`config.mk`:
```
export PLATFORM = sky130hd
export DESIGN_NAME = load_store_unit_flat
export DESIGN_NICKNAME = d
export VERILOG_FILES = /design/src/rtl/load_store_unit_if.sv /design/src/rtl/load_store_unit.sv /design/src/flat_wrapper.sv
export SDC_FILE = /design/constraint.sdc
export NUM_CORES = 1
export LEC_CHECK = 0
export CAP_MARGIN = 15
export CORE_MARGIN = 10
export CORE_UTILIZATION = 48
export CTS_CLUSTER_SIZE = 24
export DETAILED_ROUTE_END_ITERATION = 10
export HOLD_SLACK_MARGIN = 0.03
export PLACE_DENSITY = 0.83
export SYNTH_ARGS = -nofsm -noshare
export SYNTH_HDL_FRONTEND = slang
export SYNTH_SLANG_ARGS = --single-unit
```
`constraint.sdc`:
```
create_clock -name clock -period 5.2 [get_ports clock]
set_input_delay 0.78 -clock clock [delete_from_list [all_inputs] [get_ports clock]]
set_output_delay 0.78 -clock clock [all_outputs]
set_load 0.02 [all_outputs]
```
`src/rtl/load_store_unit_if.sv`:
```
// Request/response and memory-side bus between a CPU and the load/store unit.
// The slave modport is the unit's view; master is the CPU-plus-memory side.
interface load_store_unit_if #(
    parameter int unsigned ADDR_W = 16
);
    logic              req_valid;
    logic              req_ready;
    logic              req_write;
    logic [1:0]        req_size;
    logic              req_signed;
    logic [ADDR_W-1:0] req_addr;
    logic [31:0]       req_wdata;

    logic              resp_valid;
    logic [31:0]       resp_rdata;
    logic              resp_error;

    logic [ADDR_W-1:0] mem_addr;
    logic [31:0]       mem_wdata;
    logic [31:0]       mem_rdata;
    logic              mem_read;
    logic              mem_write;

    modport master (
        output req_valid, req_write, req_size, req_signed, req_addr, req_wdata, mem_rdata,
        input  req_ready, resp_valid, resp_rdata, resp_error,
               mem_addr, mem_wdata, mem_read, mem_write
    );

    modport slave (
        input  req_valid, req_write, req_size, req_signed, req_addr, req_wdata, mem_rdata,
        output req_ready, resp_valid, resp_rdata, resp_error,
               mem_addr, mem_wdata, mem_read, mem_write
    );
endinterface

```
`src/rtl/load_store_unit.sv`:
```
// Byte/half/word load-store unit in front of a word-wide memory; sub-word
// stores are done as read-modify-write. All outputs come straight from flops.
module load_store_unit #(
    parameter int unsigned ADDR_W = 16
) (
    input logic              clock,
    input logic              rst,
    load_store_unit_if.slave bus
);
    localparam int unsigned DATA_W = 32;
    localparam logic [1:0]  SZ_BYTE = 2'b00;
    localparam logic [1:0]  SZ_HALF = 2'b01;
    localparam logic [1:0]  SZ_WORD = 2'b10;
    localparam logic [1:0]  SZ_RSVD = 2'b11;

    typedef enum logic [1:0] {
        IDLE  = 2'd0,
        READ  = 2'd1,
        WRITE = 2'd2,
        RESP  = 2'd3
    } state_t;

    state_t              state, state_n;
    logic [ADDR_W-1:0]   addr_q, addr_n;
    logic [1:0]          size_q, size_n;
    logic                signed_q, signed_n;
    logic                write_q, write_n;
    logic                err_q, err_n;
    logic [DATA_W-1:0]   wdata_q, wdata_n;

    logic                ready_n, rvalid_n, rerr_n, mread_n, mwrite_n;
    logic [DATA_W-1:0]   rrdata_n, mwdata_n;
    logic [ADDR_W-1:0]   maddr_n;
    logic                misaligned;

    // Right-justify the addressed lane(s) of a memory word and extend.
    function automatic logic [DATA_W-1:0] extract(input logic [DATA_W-1:0] w,
                                                  input logic [1:0]        sz,
                                                  input logic              sg,
                                                  input logic [1:0]        lane);
        logic [7:0]  b;
        logic [15:0] h;
        case (lane)
            2'd0:    b = w[7:0];
            2'd1:    b = w[15:8];
            2'd2:    b = w[23:16];
            default: b = w[31:24];
        endcase
        h = lane[1] ? w[31:16] : w[15:0];
        case (sz)
            SZ_BYTE: extract = {{24{sg & b[7]}}, b};
            SZ_HALF: extract = {{16{sg & h[15]}}, h};
            default: extract = w;
        endcase
    endfunction

    // Replace the addressed lane(s) of the captured word with store data.
    function automatic logic [DATA_W-1:0] merge(input logic [DATA_W-1:0] w,
                                                input logic [DATA_W-1:0] d,
                                                input logic [1:0]        sz,
                                                input logic [1:0]        lane);
        merge = w;
        if (sz == SZ_BYTE) begin
            case (lane)
                2'd0:    merge[7:0]   = d[7:0];
                2'd1:    merge[15:8]  = d[7:0];
                2'd2:    merge[23:16] = d[7:0];
                default: merge[31:24] = d[7:0];
            endcase
        end else if (lane[1]) begin
            merge[31:16] = d[15:0];
        end else begin
            merge[15:0] = d[15:0];
        end
    endfunction

    assign misaligned = (bus.req_size == SZ_RSVD)
                      | ((bus.req_size == SZ_HALF) & bus.req_addr[0])
                      | ((bus.req_size == SZ_WORD) & (|bus.req_addr[1:0]));

    // Next state, request latch and next registered outputs.
    always_comb begin
        state_n  = state;
        addr_n   = addr_q;
        size_n   = size_q;
        signed_n = signed_q;
        write_n  = write_q;
        err_n    = err_q;
        wdata_n  = wdata_q;
        ready_n  = 1'b0;
        rvalid_n = 1'b0;
        rerr_n   = 1'b0;
        rrdata_n = '0;
        maddr_n  = '0;
        mwdata_n = '0;
        mread_n  = 1'b0;
        mwrite_n = 1'b0;

        case (state)
            IDLE: begin
                if (bus.req_valid && bus.req_ready) begin
                    addr_n   = bus.req_addr;
                    size_n   = bus.req_size;
                    signed_n = bus.req_signed;
                    write_n  = bus.req_write;
                    wdata_n  = bus.req_wdata;
                    err_n    = misaligned;
                    if (misaligned)
                        state_n = RESP;
                    else if (bus.req_write && (bus.req_size == SZ_WORD))
                        state_n = WRITE;
                    else
                        state_n = READ;
                end
            end
            READ:    state_n = write_q ? WRITE : RESP;
            WRITE:   state_n = RESP;
            default: state_n = IDLE;
        endcase

        case (state_n)
            IDLE: ready_n = 1'b1;
            READ: begin
                mread_n = 1'b1;
                maddr_n = {addr_n[ADDR_W-1:2], 2'b00};
            end
            WRITE: begin
                mwrite_n = 1'b1;
                maddr_n  = {addr_n[ADDR_W-1:2], 2'b00};
                // Sub-word stores arrive here from READ with the old word on mem_rdata.
                mwdata_n = (state == READ) ? merge(bus.mem_rdata, wdata_q, size_q, addr_q[1:0])
                                           : wdata_n;
            end
            default: begin
                rvalid_n = 1'b1;
                rerr_n   = err_n;
                if ((state == READ) && !write_q)
                    rrdata_n = extract(bus.mem_rdata, size_q, signed_q, addr_q[1:0]);
            end
        endcase
    end

    // State, latched request and output registers.
    always_ff @(posedge clock or posedge rst) begin
        if (rst) begin
            state          <= IDLE;
            addr_q         <= '0;
            size_q         <= '0;
            signed_q       <= 1'b0;
            write_q        <= 1'b0;
            err_q          <= 1'b0;
            wdata_q        <= '0;
            bus.req_ready  <= 1'b0;
            bus.resp_valid <= 1'b0;
            bus.resp_error <= 1'b0;
            bus.resp_rdata <= '0;
            bus.mem_addr   <= '0;
            bus.mem_wdata  <= '0;
            bus.mem_read   <= 1'b0;
            bus.mem_write  <= 1'b0;
        end else begin
            state          <= state_n;
            addr_q         <= addr_n;
            size_q         <= size_n;
            signed_q       <= signed_n;
            write_q        <= write_n;
            err_q          <= err_n;
            wdata_q        <= wdata_n;
            bus.req_ready  <= ready_n;
            bus.resp_valid <= rvalid_n;
            bus.resp_error <= rerr_n;
            bus.resp_rdata <= rrdata_n;
            bus.mem_addr   <= maddr_n;
            bus.mem_wdata  <= mwdata_n;
            bus.mem_read   <= mread_n;
            bus.mem_write  <= mwrite_n;
        end
    end
endmodule

```
`src/flat_wrapper.sv`:
```
// flat-port wrapper written by rule: the top's interface ports become plain ports
module load_store_unit_flat 
#(
    parameter int unsigned ADDR_W = 16
)
  (clock, rst, bus_req_valid, bus_req_write, bus_req_size, bus_req_signed, bus_req_addr, bus_req_wdata, bus_mem_rdata, bus_req_ready, bus_resp_valid, bus_resp_rdata, bus_resp_error, bus_mem_addr, bus_mem_wdata, bus_mem_read, bus_mem_write);
  load_store_unit_if #(.ADDR_W(ADDR_W)) bus_i ();
  input logic clock;
  input logic rst;
  input wire logic [$bits(bus_i.req_valid)-1:0] bus_req_valid;
  input wire logic [$bits(bus_i.req_write)-1:0] bus_req_write;
  input wire logic [$bits(bus_i.req_size)-1:0] bus_req_size;
  input wire logic [$bits(bus_i.req_signed)-1:0] bus_req_signed;
  input wire logic [$bits(bus_i.req_addr)-1:0] bus_req_addr;
  input wire logic [$bits(bus_i.req_wdata)-1:0] bus_req_wdata;
  input wire logic [$bits(bus_i.mem_rdata)-1:0] bus_mem_rdata;
  output wire logic [$bits(bus_i.req_ready)-1:0] bus_req_ready;
  output wire logic [$bits(bus_i.resp_valid)-1:0] bus_resp_valid;
  output wire logic [$bits(bus_i.resp_rdata)-1:0] bus_resp_rdata;
  output wire logic [$bits(bus_i.resp_error)-1:0] bus_resp_error;
  output wire logic [$bits(bus_i.mem_addr)-1:0] bus_mem_addr;
  output wire logic [$bits(bus_i.mem_wdata)-1:0] bus_mem_wdata;
  output wire logic [$bits(bus_i.mem_read)-1:0] bus_mem_read;
  output wire logic [$bits(bus_i.mem_write)-1:0] bus_mem_write;
  assign bus_i.req_valid = bus_req_valid;
  assign bus_i.req_write = bus_req_write;
  assign bus_i.req_size = bus_req_size;
  assign bus_i.req_signed = bus_req_signed;
  assign bus_i.req_addr = bus_req_addr;
  assign bus_i.req_wdata = bus_req_wdata;
  assign bus_i.mem_rdata = bus_mem_rdata;
  assign bus_req_ready = bus_i.req_ready;
  assign bus_resp_valid = bus_i.resp_valid;
  assign bus_resp_rdata = bus_i.resp_rdata;
  assign bus_resp_error = bus_i.resp_error;
  assign bus_mem_addr = bus_i.mem_addr;
  assign bus_mem_wdata = bus_i.mem_wdata;
  assign bus_mem_read = bus_i.mem_read;
  assign bus_mem_write = bus_i.mem_write;
  load_store_unit #(.ADDR_W(ADDR_W)) u_core (.clock(clock), .rst(rst), .bus(bus_i));
endmodule
```
# --- Word-level counts from Yosys, hierarchy flattened ---
# Cells that the tools add are included.
op_classes:
  n_eq_ne: 10
  mux: 33
  n_bitwise: 6
  reduce_logical: 13
ops:
  columns: ["op", "n"]
  rows:
  - ["$mux 32", 7]
  - ["$mux 16", 6]
  - ["$pmux 32 s2", 1]
  - ["$mux 8", 6]
  - ["$pmux 8 s3", 1]
  - ["$eq 2x1->1 const B", 5]
  - ["$eq 2x2->1 const B", 5]
  - ["$logic_not 2->1", 4]
  - ["$mux 1", 8]
  - ["$mux 2", 3]
  - ["$pmux 2 s3", 1]
  - ["$reduce_or 3->1", 2]
  - ["$and 1x1->1", 4]
  - ["$reduce_or 2->1", 2]
  - ["$logic_and 1x1->1", 3]
  - ["$or 1x1->1", 2]
  - ["$reduce_and 2->1", 1]
  - ["$logic_not 1->1", 1]
totals:
  regBits: 140
  in_bits: 87
  output_inout_bits: 85
  wordCells: 78

# --- Longest topological paths before layout ---
logic_depth:
  word_depth: 14
  ltp_mapped: 12
  ltp_nobuf: 8

# --- Least setup slack after synthesis ---
# No wires, ideal clock.
synth_path:
  kind: "input port to flip-flop"
  start: "input port bus_req_size[1]"
  end: "register u_core.bus.resp_rdata[10]"
  arrival_ps: 2519
  path_slack_ps: 2535
  stages: 9
  path_buffers: 2
  cell_sequence: "and3b_1 or3b_1 o221ai_4 buf_4 inv_1 ha_1 nand2_1 clkbuf_1 a221oi_1"
synth_between:
  elab_chain_len: 10
  word_cells_on_any_way: 17
  cone_classes: "5 x eq/ne; 5 x mux; 4 x bitwise; 3 x reduce/logical"
synth_lines:
  columns: ["item", "line", "source"]
  rows:
  - ["start: declaration", "flat_wrapper.sv:12", "input wire logic [$bits(bus_i.req_size)-1:0] bus_req_size;"]
  - ["$eq 2x1->1", "load_store_unit.sv:78", "| ((bus.req_size == SZ_HALF) & bus.req_addr[0])"]
  - ["$and 1x1->1", "load_store_unit.sv:78", null]
  - ["$or 1x1->1", "load_store_unit.sv:78", null]
  - ["$or 1x1->1", "load_store_unit.sv:79", "| ((bus.req_size == SZ_WORD) & (|bus.req_addr[1:0]));"]
  - ["$mux 2 *", "load_store_unit.sv:108", "if (misaligned)"]
  - ["$mux 2 *", "load_store_unit.sv:101", "if (bus.req_valid && bus.req_ready) begin"]
  - ["$pmux 2 s3 *", "load_store_unit.sv:99", "case (state)"]
  - ["net u_core.state_n[1]", "load_store_unit.sv:23", "state_t state, state_n;"]
  - ["$eq 2x1->1, or another cell as far along", "load_store_unit.sv:121", "case (state_n)"]
  - ["$reduce_or 3->1 (no line) *", null, null]
  - ["$mux 32 *", "load_store_unit.sv:121", null]
  - ["net u_core.rrdata_n[10]", "load_store_unit.sv:32", "logic [DATA_W-1:0] rrdata_n, mwdata_n;"]
  - ["end signal: assignment", "load_store_unit.sv:172", "bus.resp_rdata <= rrdata_n;"]
  - ["end: declaration", "load_store_unit_if.sv:32", "output req_ready, resp_valid, resp_rdata, resp_error,"]
# The timed path passes the listed nets; every way through them passes the cells marked *.
# A chain may end at the register's enable or synchronous reset.

# --- Worst setup path after layout ---
layout_path:
  start: "input port bus_req_size[0]"
  end: "register u_core.bus.resp_rdata[0]"
# The elaborated chain is that of the path after synthesis.

==> results_dict.tcl <==
set metrics [dict create \
    status "finished clean" \
    initial_utilization_pct 48.82 \
    finalHoldViolations 0 \
    synthCells 521 \
    grtUsageMet2_pct 34.28 \
    cts_tree "yes" \
    clockRootBuffer "clkbuf_16" \
    hold_path_class "reg2reg" \
    grt_usage_pct 20.98 \
    areaGrowthSynthToFinish_pct 39.18 \
    p_per_area_nw_per_um2 637.2 \
    fmax_ghz 0.2732 \
    finalSetupViolCount 0 \
    fin_crit_sh_pct 70.40 \
    grt_pass1_wl_um 29150 \
    drc 0 \
    cts.sinks 138 \
    ctsResizeCount 0 \
    yosys.area.top_type "dfrtp_1" \
    htreeDepth 4 \
    cp.depth 9 \
    ir_worst_vdd_uv 557.0 \
    slew_violations 0 \
    globalRouteOverflowTotal 0 \
    crit_path_cell_trace "clkdlybuf4s50_1, and3b_1, or3b_1, o221ai_4, buf_4, inv_1, ha_1, nand2_1, a211oi_1" \
    pre_cts_ws_ns 1.183 \
    drt_iter0_drc 426 \
    synth.top_cell.area_share_pct 56.05 \
    clk_latency_ns 0.43 \
    postRouteAntennaNets 0 \
    clk_pin_slew_ns 0.05 \
    ctsHoldBuffers 0 \
    fin_ws_ns 1.539 \
    clockBufferDepth 2 \
    num_vias 4909 \
    drive_above_1_share_pct 17.10 \
    synth-simple-area-share_pct 12.77 \
    gr-usage-met3_pct 7.444 \
    hold_depth 1 \
    synth_top_family_by_area "multiplexers" \
    wirelength_um 18630 \
    arrival_ns 3.90 \
    cpMaxStageDelayCell "nand2_1" \
    multi_input_area_um2 2429 \
    grt_max_degree 106 \
    crit_start "bus_req_size[0]" \
    whs_ns 0.4892 \
    hpwl_um 13510 \
    rsz0062_at_grt "false" \
    cts_buffers 17 \
    critPathMaxFanout 35 \
    worstSetupStartpointType "input pin" \
    p_leak_nw 3.687 \
    max_stage_delay_ns 0.80 \
    crit_required_ns 5.44 \
    cts_setup_buffers 0 \
    vias_per_cell 5.695 \
    fin_tns_setup_ns 0 \
    final_nets 770 \
    dr.pass1.iters 5 \
    core_um2 12620 \
    synth-adder-area-share_pct 1.219 \
    die-area_um2 17770 \
    grt_antenna_before_repair 0 \
    endpoint_kind "flop" \
    r2r_cells 9 \
    num-fill-cells 961 \
    clock_skew_ns 0.01094 \
    hold_start "u_core.addr_q[13]$_DFF_PP0_" \
    ys_ff_latch 138 \
    num_rows 41 \
    r2r_start "u_core.state[0]$_DFF_PP0_" \
    power_mw 5.463 \
    syn_area_um2 6161 \
    met1_usage_pct 25.05 \
    synth_compound_area_share_pct 11.92 \
    synthTopCellsByArea "dfrtp_1, mux2_2, nor2_1" \
    cp_top_family "simple AND/OR/NAND/NOR gates" \
    cp_num_buf_inv 3 \
    yosysWarnings 0 \
    grt_pass1_vias 5166 \
    antenna_cells 0 \
    synth_mux_area_share_pct 13.34 \
    grt.busiest_layer "met2" \
    wl_per_cell_um 21.61 \
    tightestPinTransition_ns 1.166 \
    synth_cell_types 41 \
    chipWidth_um 133.3 \
    dieHeight_um 133.3 \
    ys_seq_area_share_pct 56.05 \
    max_cap_viol_count 0 \
    period_minus_slack_ns 3.661 \
    seqCellArea_um2 3453 \
    critPathKind "in2reg" \
    postSynthAreaPerCell_um2 11.83 \
    gp_congestion 0.8869 \
    port_buffers 169 \
    io-pin-count 172 \
    synth_xor_area_share_pct 0 \
    maxSlewHeadroom_pct 22.24 \
]
==> logic make-up after synthesis <==
family,after synthesis
AOI/OAI and AO/OA,97
adders and majority gates,6
buffers and inverters,54
DFF,138
muxes,75
other,1
and+or+nand+nor,150
==> flip-flops by register name, summed over array words and instances, names as in the netlist, 2 cells and up <==
name                   count
u_core.bus.mem_wdata      32
u_core.bus.resp_rdata     32
u_core.wdata_q            32
u_core.addr_q             16
u_core.bus.mem_addr       14
u_core.size_q              2
u_core.state               2
==> worst register-to-register path, stage by stage, from the launching register on <==
cell and delay, ns:
dfrtp_1 0.41, inv_1 0.08, ha_1 0.36, or3b_1 0.46
o221ai_4 0.15, buf_4 0.45, inv_1 0.14, ha_1 0.28
nand2_1 0.80, a211oi_1 0.18
==> per-stage QoR <==
step / area (um2) / cells / util [%]
global placement: 7891 / 830 / 62.53
floorplan: 6165 / 522 / -
detailed placement: 7891 / 830 / 62.53
finish: 8574 / 862 / 67.95
global route: 8574 / 862 / 67.95
CTS: 8574 / 862 / 67.95
==> routing by layer <==
metal  share of wire (%)  wire length [um]
met5                   0                 0
met4                 2.0               369
met3                 9.9              1844
met2                  50              9238
met1                  39              7173
==> power by group <==
part	leakage (nW)	switching [mW]	total [mW]	internal, mW
Sequential	1.79	0.257	1.69	1.44
Combinational	1.56	1.38	2.38	1.00
Clock	0.336	0.453	1.39	0.935
Total	3.69	2.09	5.46	3.37
==> layout by cell type (no fill, tap or decap), drive strengths merged, types with 2 or more instances in the layout <==
master,count
clkdlybuf4s50,169
dfrtp,138
mux2,57
nor2,53
o22ai,29
nand2,27
o21ai,26
clkbuf,20
and2,19
nor3,18
mux2i,18
inv,17
nor4,16
a2111oi,16
nor2b,10
a221oi,8
a211oi,6
bufinv,6
ha,6
buf,5
clkinv,4
a21oi,4
o21a,2
or3b,2
conb,2
==> cells in the mapped netlist <==
| library cell | count |
|---|---|
| dfrtp_1 | 138 |
| mux2_2 | 57 |
| nor2_1 | 53 |
| o22ai_1 | 29 |
| nand2_1 | 26 |
| o21ai_0 | 24 |
| and2_1 | 19 |
| mux2i_1 | 18 |
| nor3_1 | 18 |
| clkbuf_1 | 17 |
| inv_1 | 15 |
| nor2b_1 | 10 |
| a2111oi_2 | 9 |
| buf_2 | 9 |
| nor4_1 | 9 |
| a221oi_1 | 8 |
| a2111oi_0 | 7 |
| buf_6 | 7 |
| nor4_2 | 7 |
| a211oi_1 | 6 |
| ha_1 | 6 |
| buf_4 | 5 |
| a21oi_1 | 3 |
| o21a_1 | 2 |
| o21ai_1 | 2 |
| or3b_1 | 2 |
| a211o_1 | 1 |
| a21oi_4 | 1 |
| a22oi_1 | 1 |
| a31oi_1 | 1 |
| and3_1 | 1 |
| and3b_1 | 1 |
| conb_1 | 1 |
| inv_2 | 1 |
| nand2_8 | 1 |
| nand3_2 | 1 |
| nand4_1 | 1 |
| o221ai_4 | 1 |
| o31a_1 | 1 |
| o31ai_1 | 1 |
| or2_2 | 1 |
==> final cells by class <==
type | count | share of cell area, %
Inverter | 16 | 0.7588
Clock inverter | 12 | 2.524
Clock buffer | 20 | 5.443
Timing Repair Buffer | 174 | 20.17
Tap cell | 172 | 2.510
Sequential cell | 138 | 40.27
Multi-Input combinational cell | 330 | 28.32
==> worst paths after layout <==
| check | end | slack (ns) |
|---|---|---|
| setup / recovery | u_core.bus.resp_rdata[0]$_DFF_PP0_ | 1.54 |
| hold / removal | u_core.addr_q[13]$_DFF_PP0_ | 0.49 |
| setup reg to reg | u_core.bus.resp_rdata[0]$_DFF_PP0_ | 1.70 |
| hold reg to reg | u_core.addr_q[13]$_DFF_PP0_ | 0.49 |
| max in group asynchronous | u_core.bus.resp_rdata[3]$_DFF_PP0_ | 3.27 |
| min in group asynchronous | u_core.wdata_q[21]$_DFF_PP0_ | 0.95 |
Note: power is estimated with default switching activity, not from simulation.
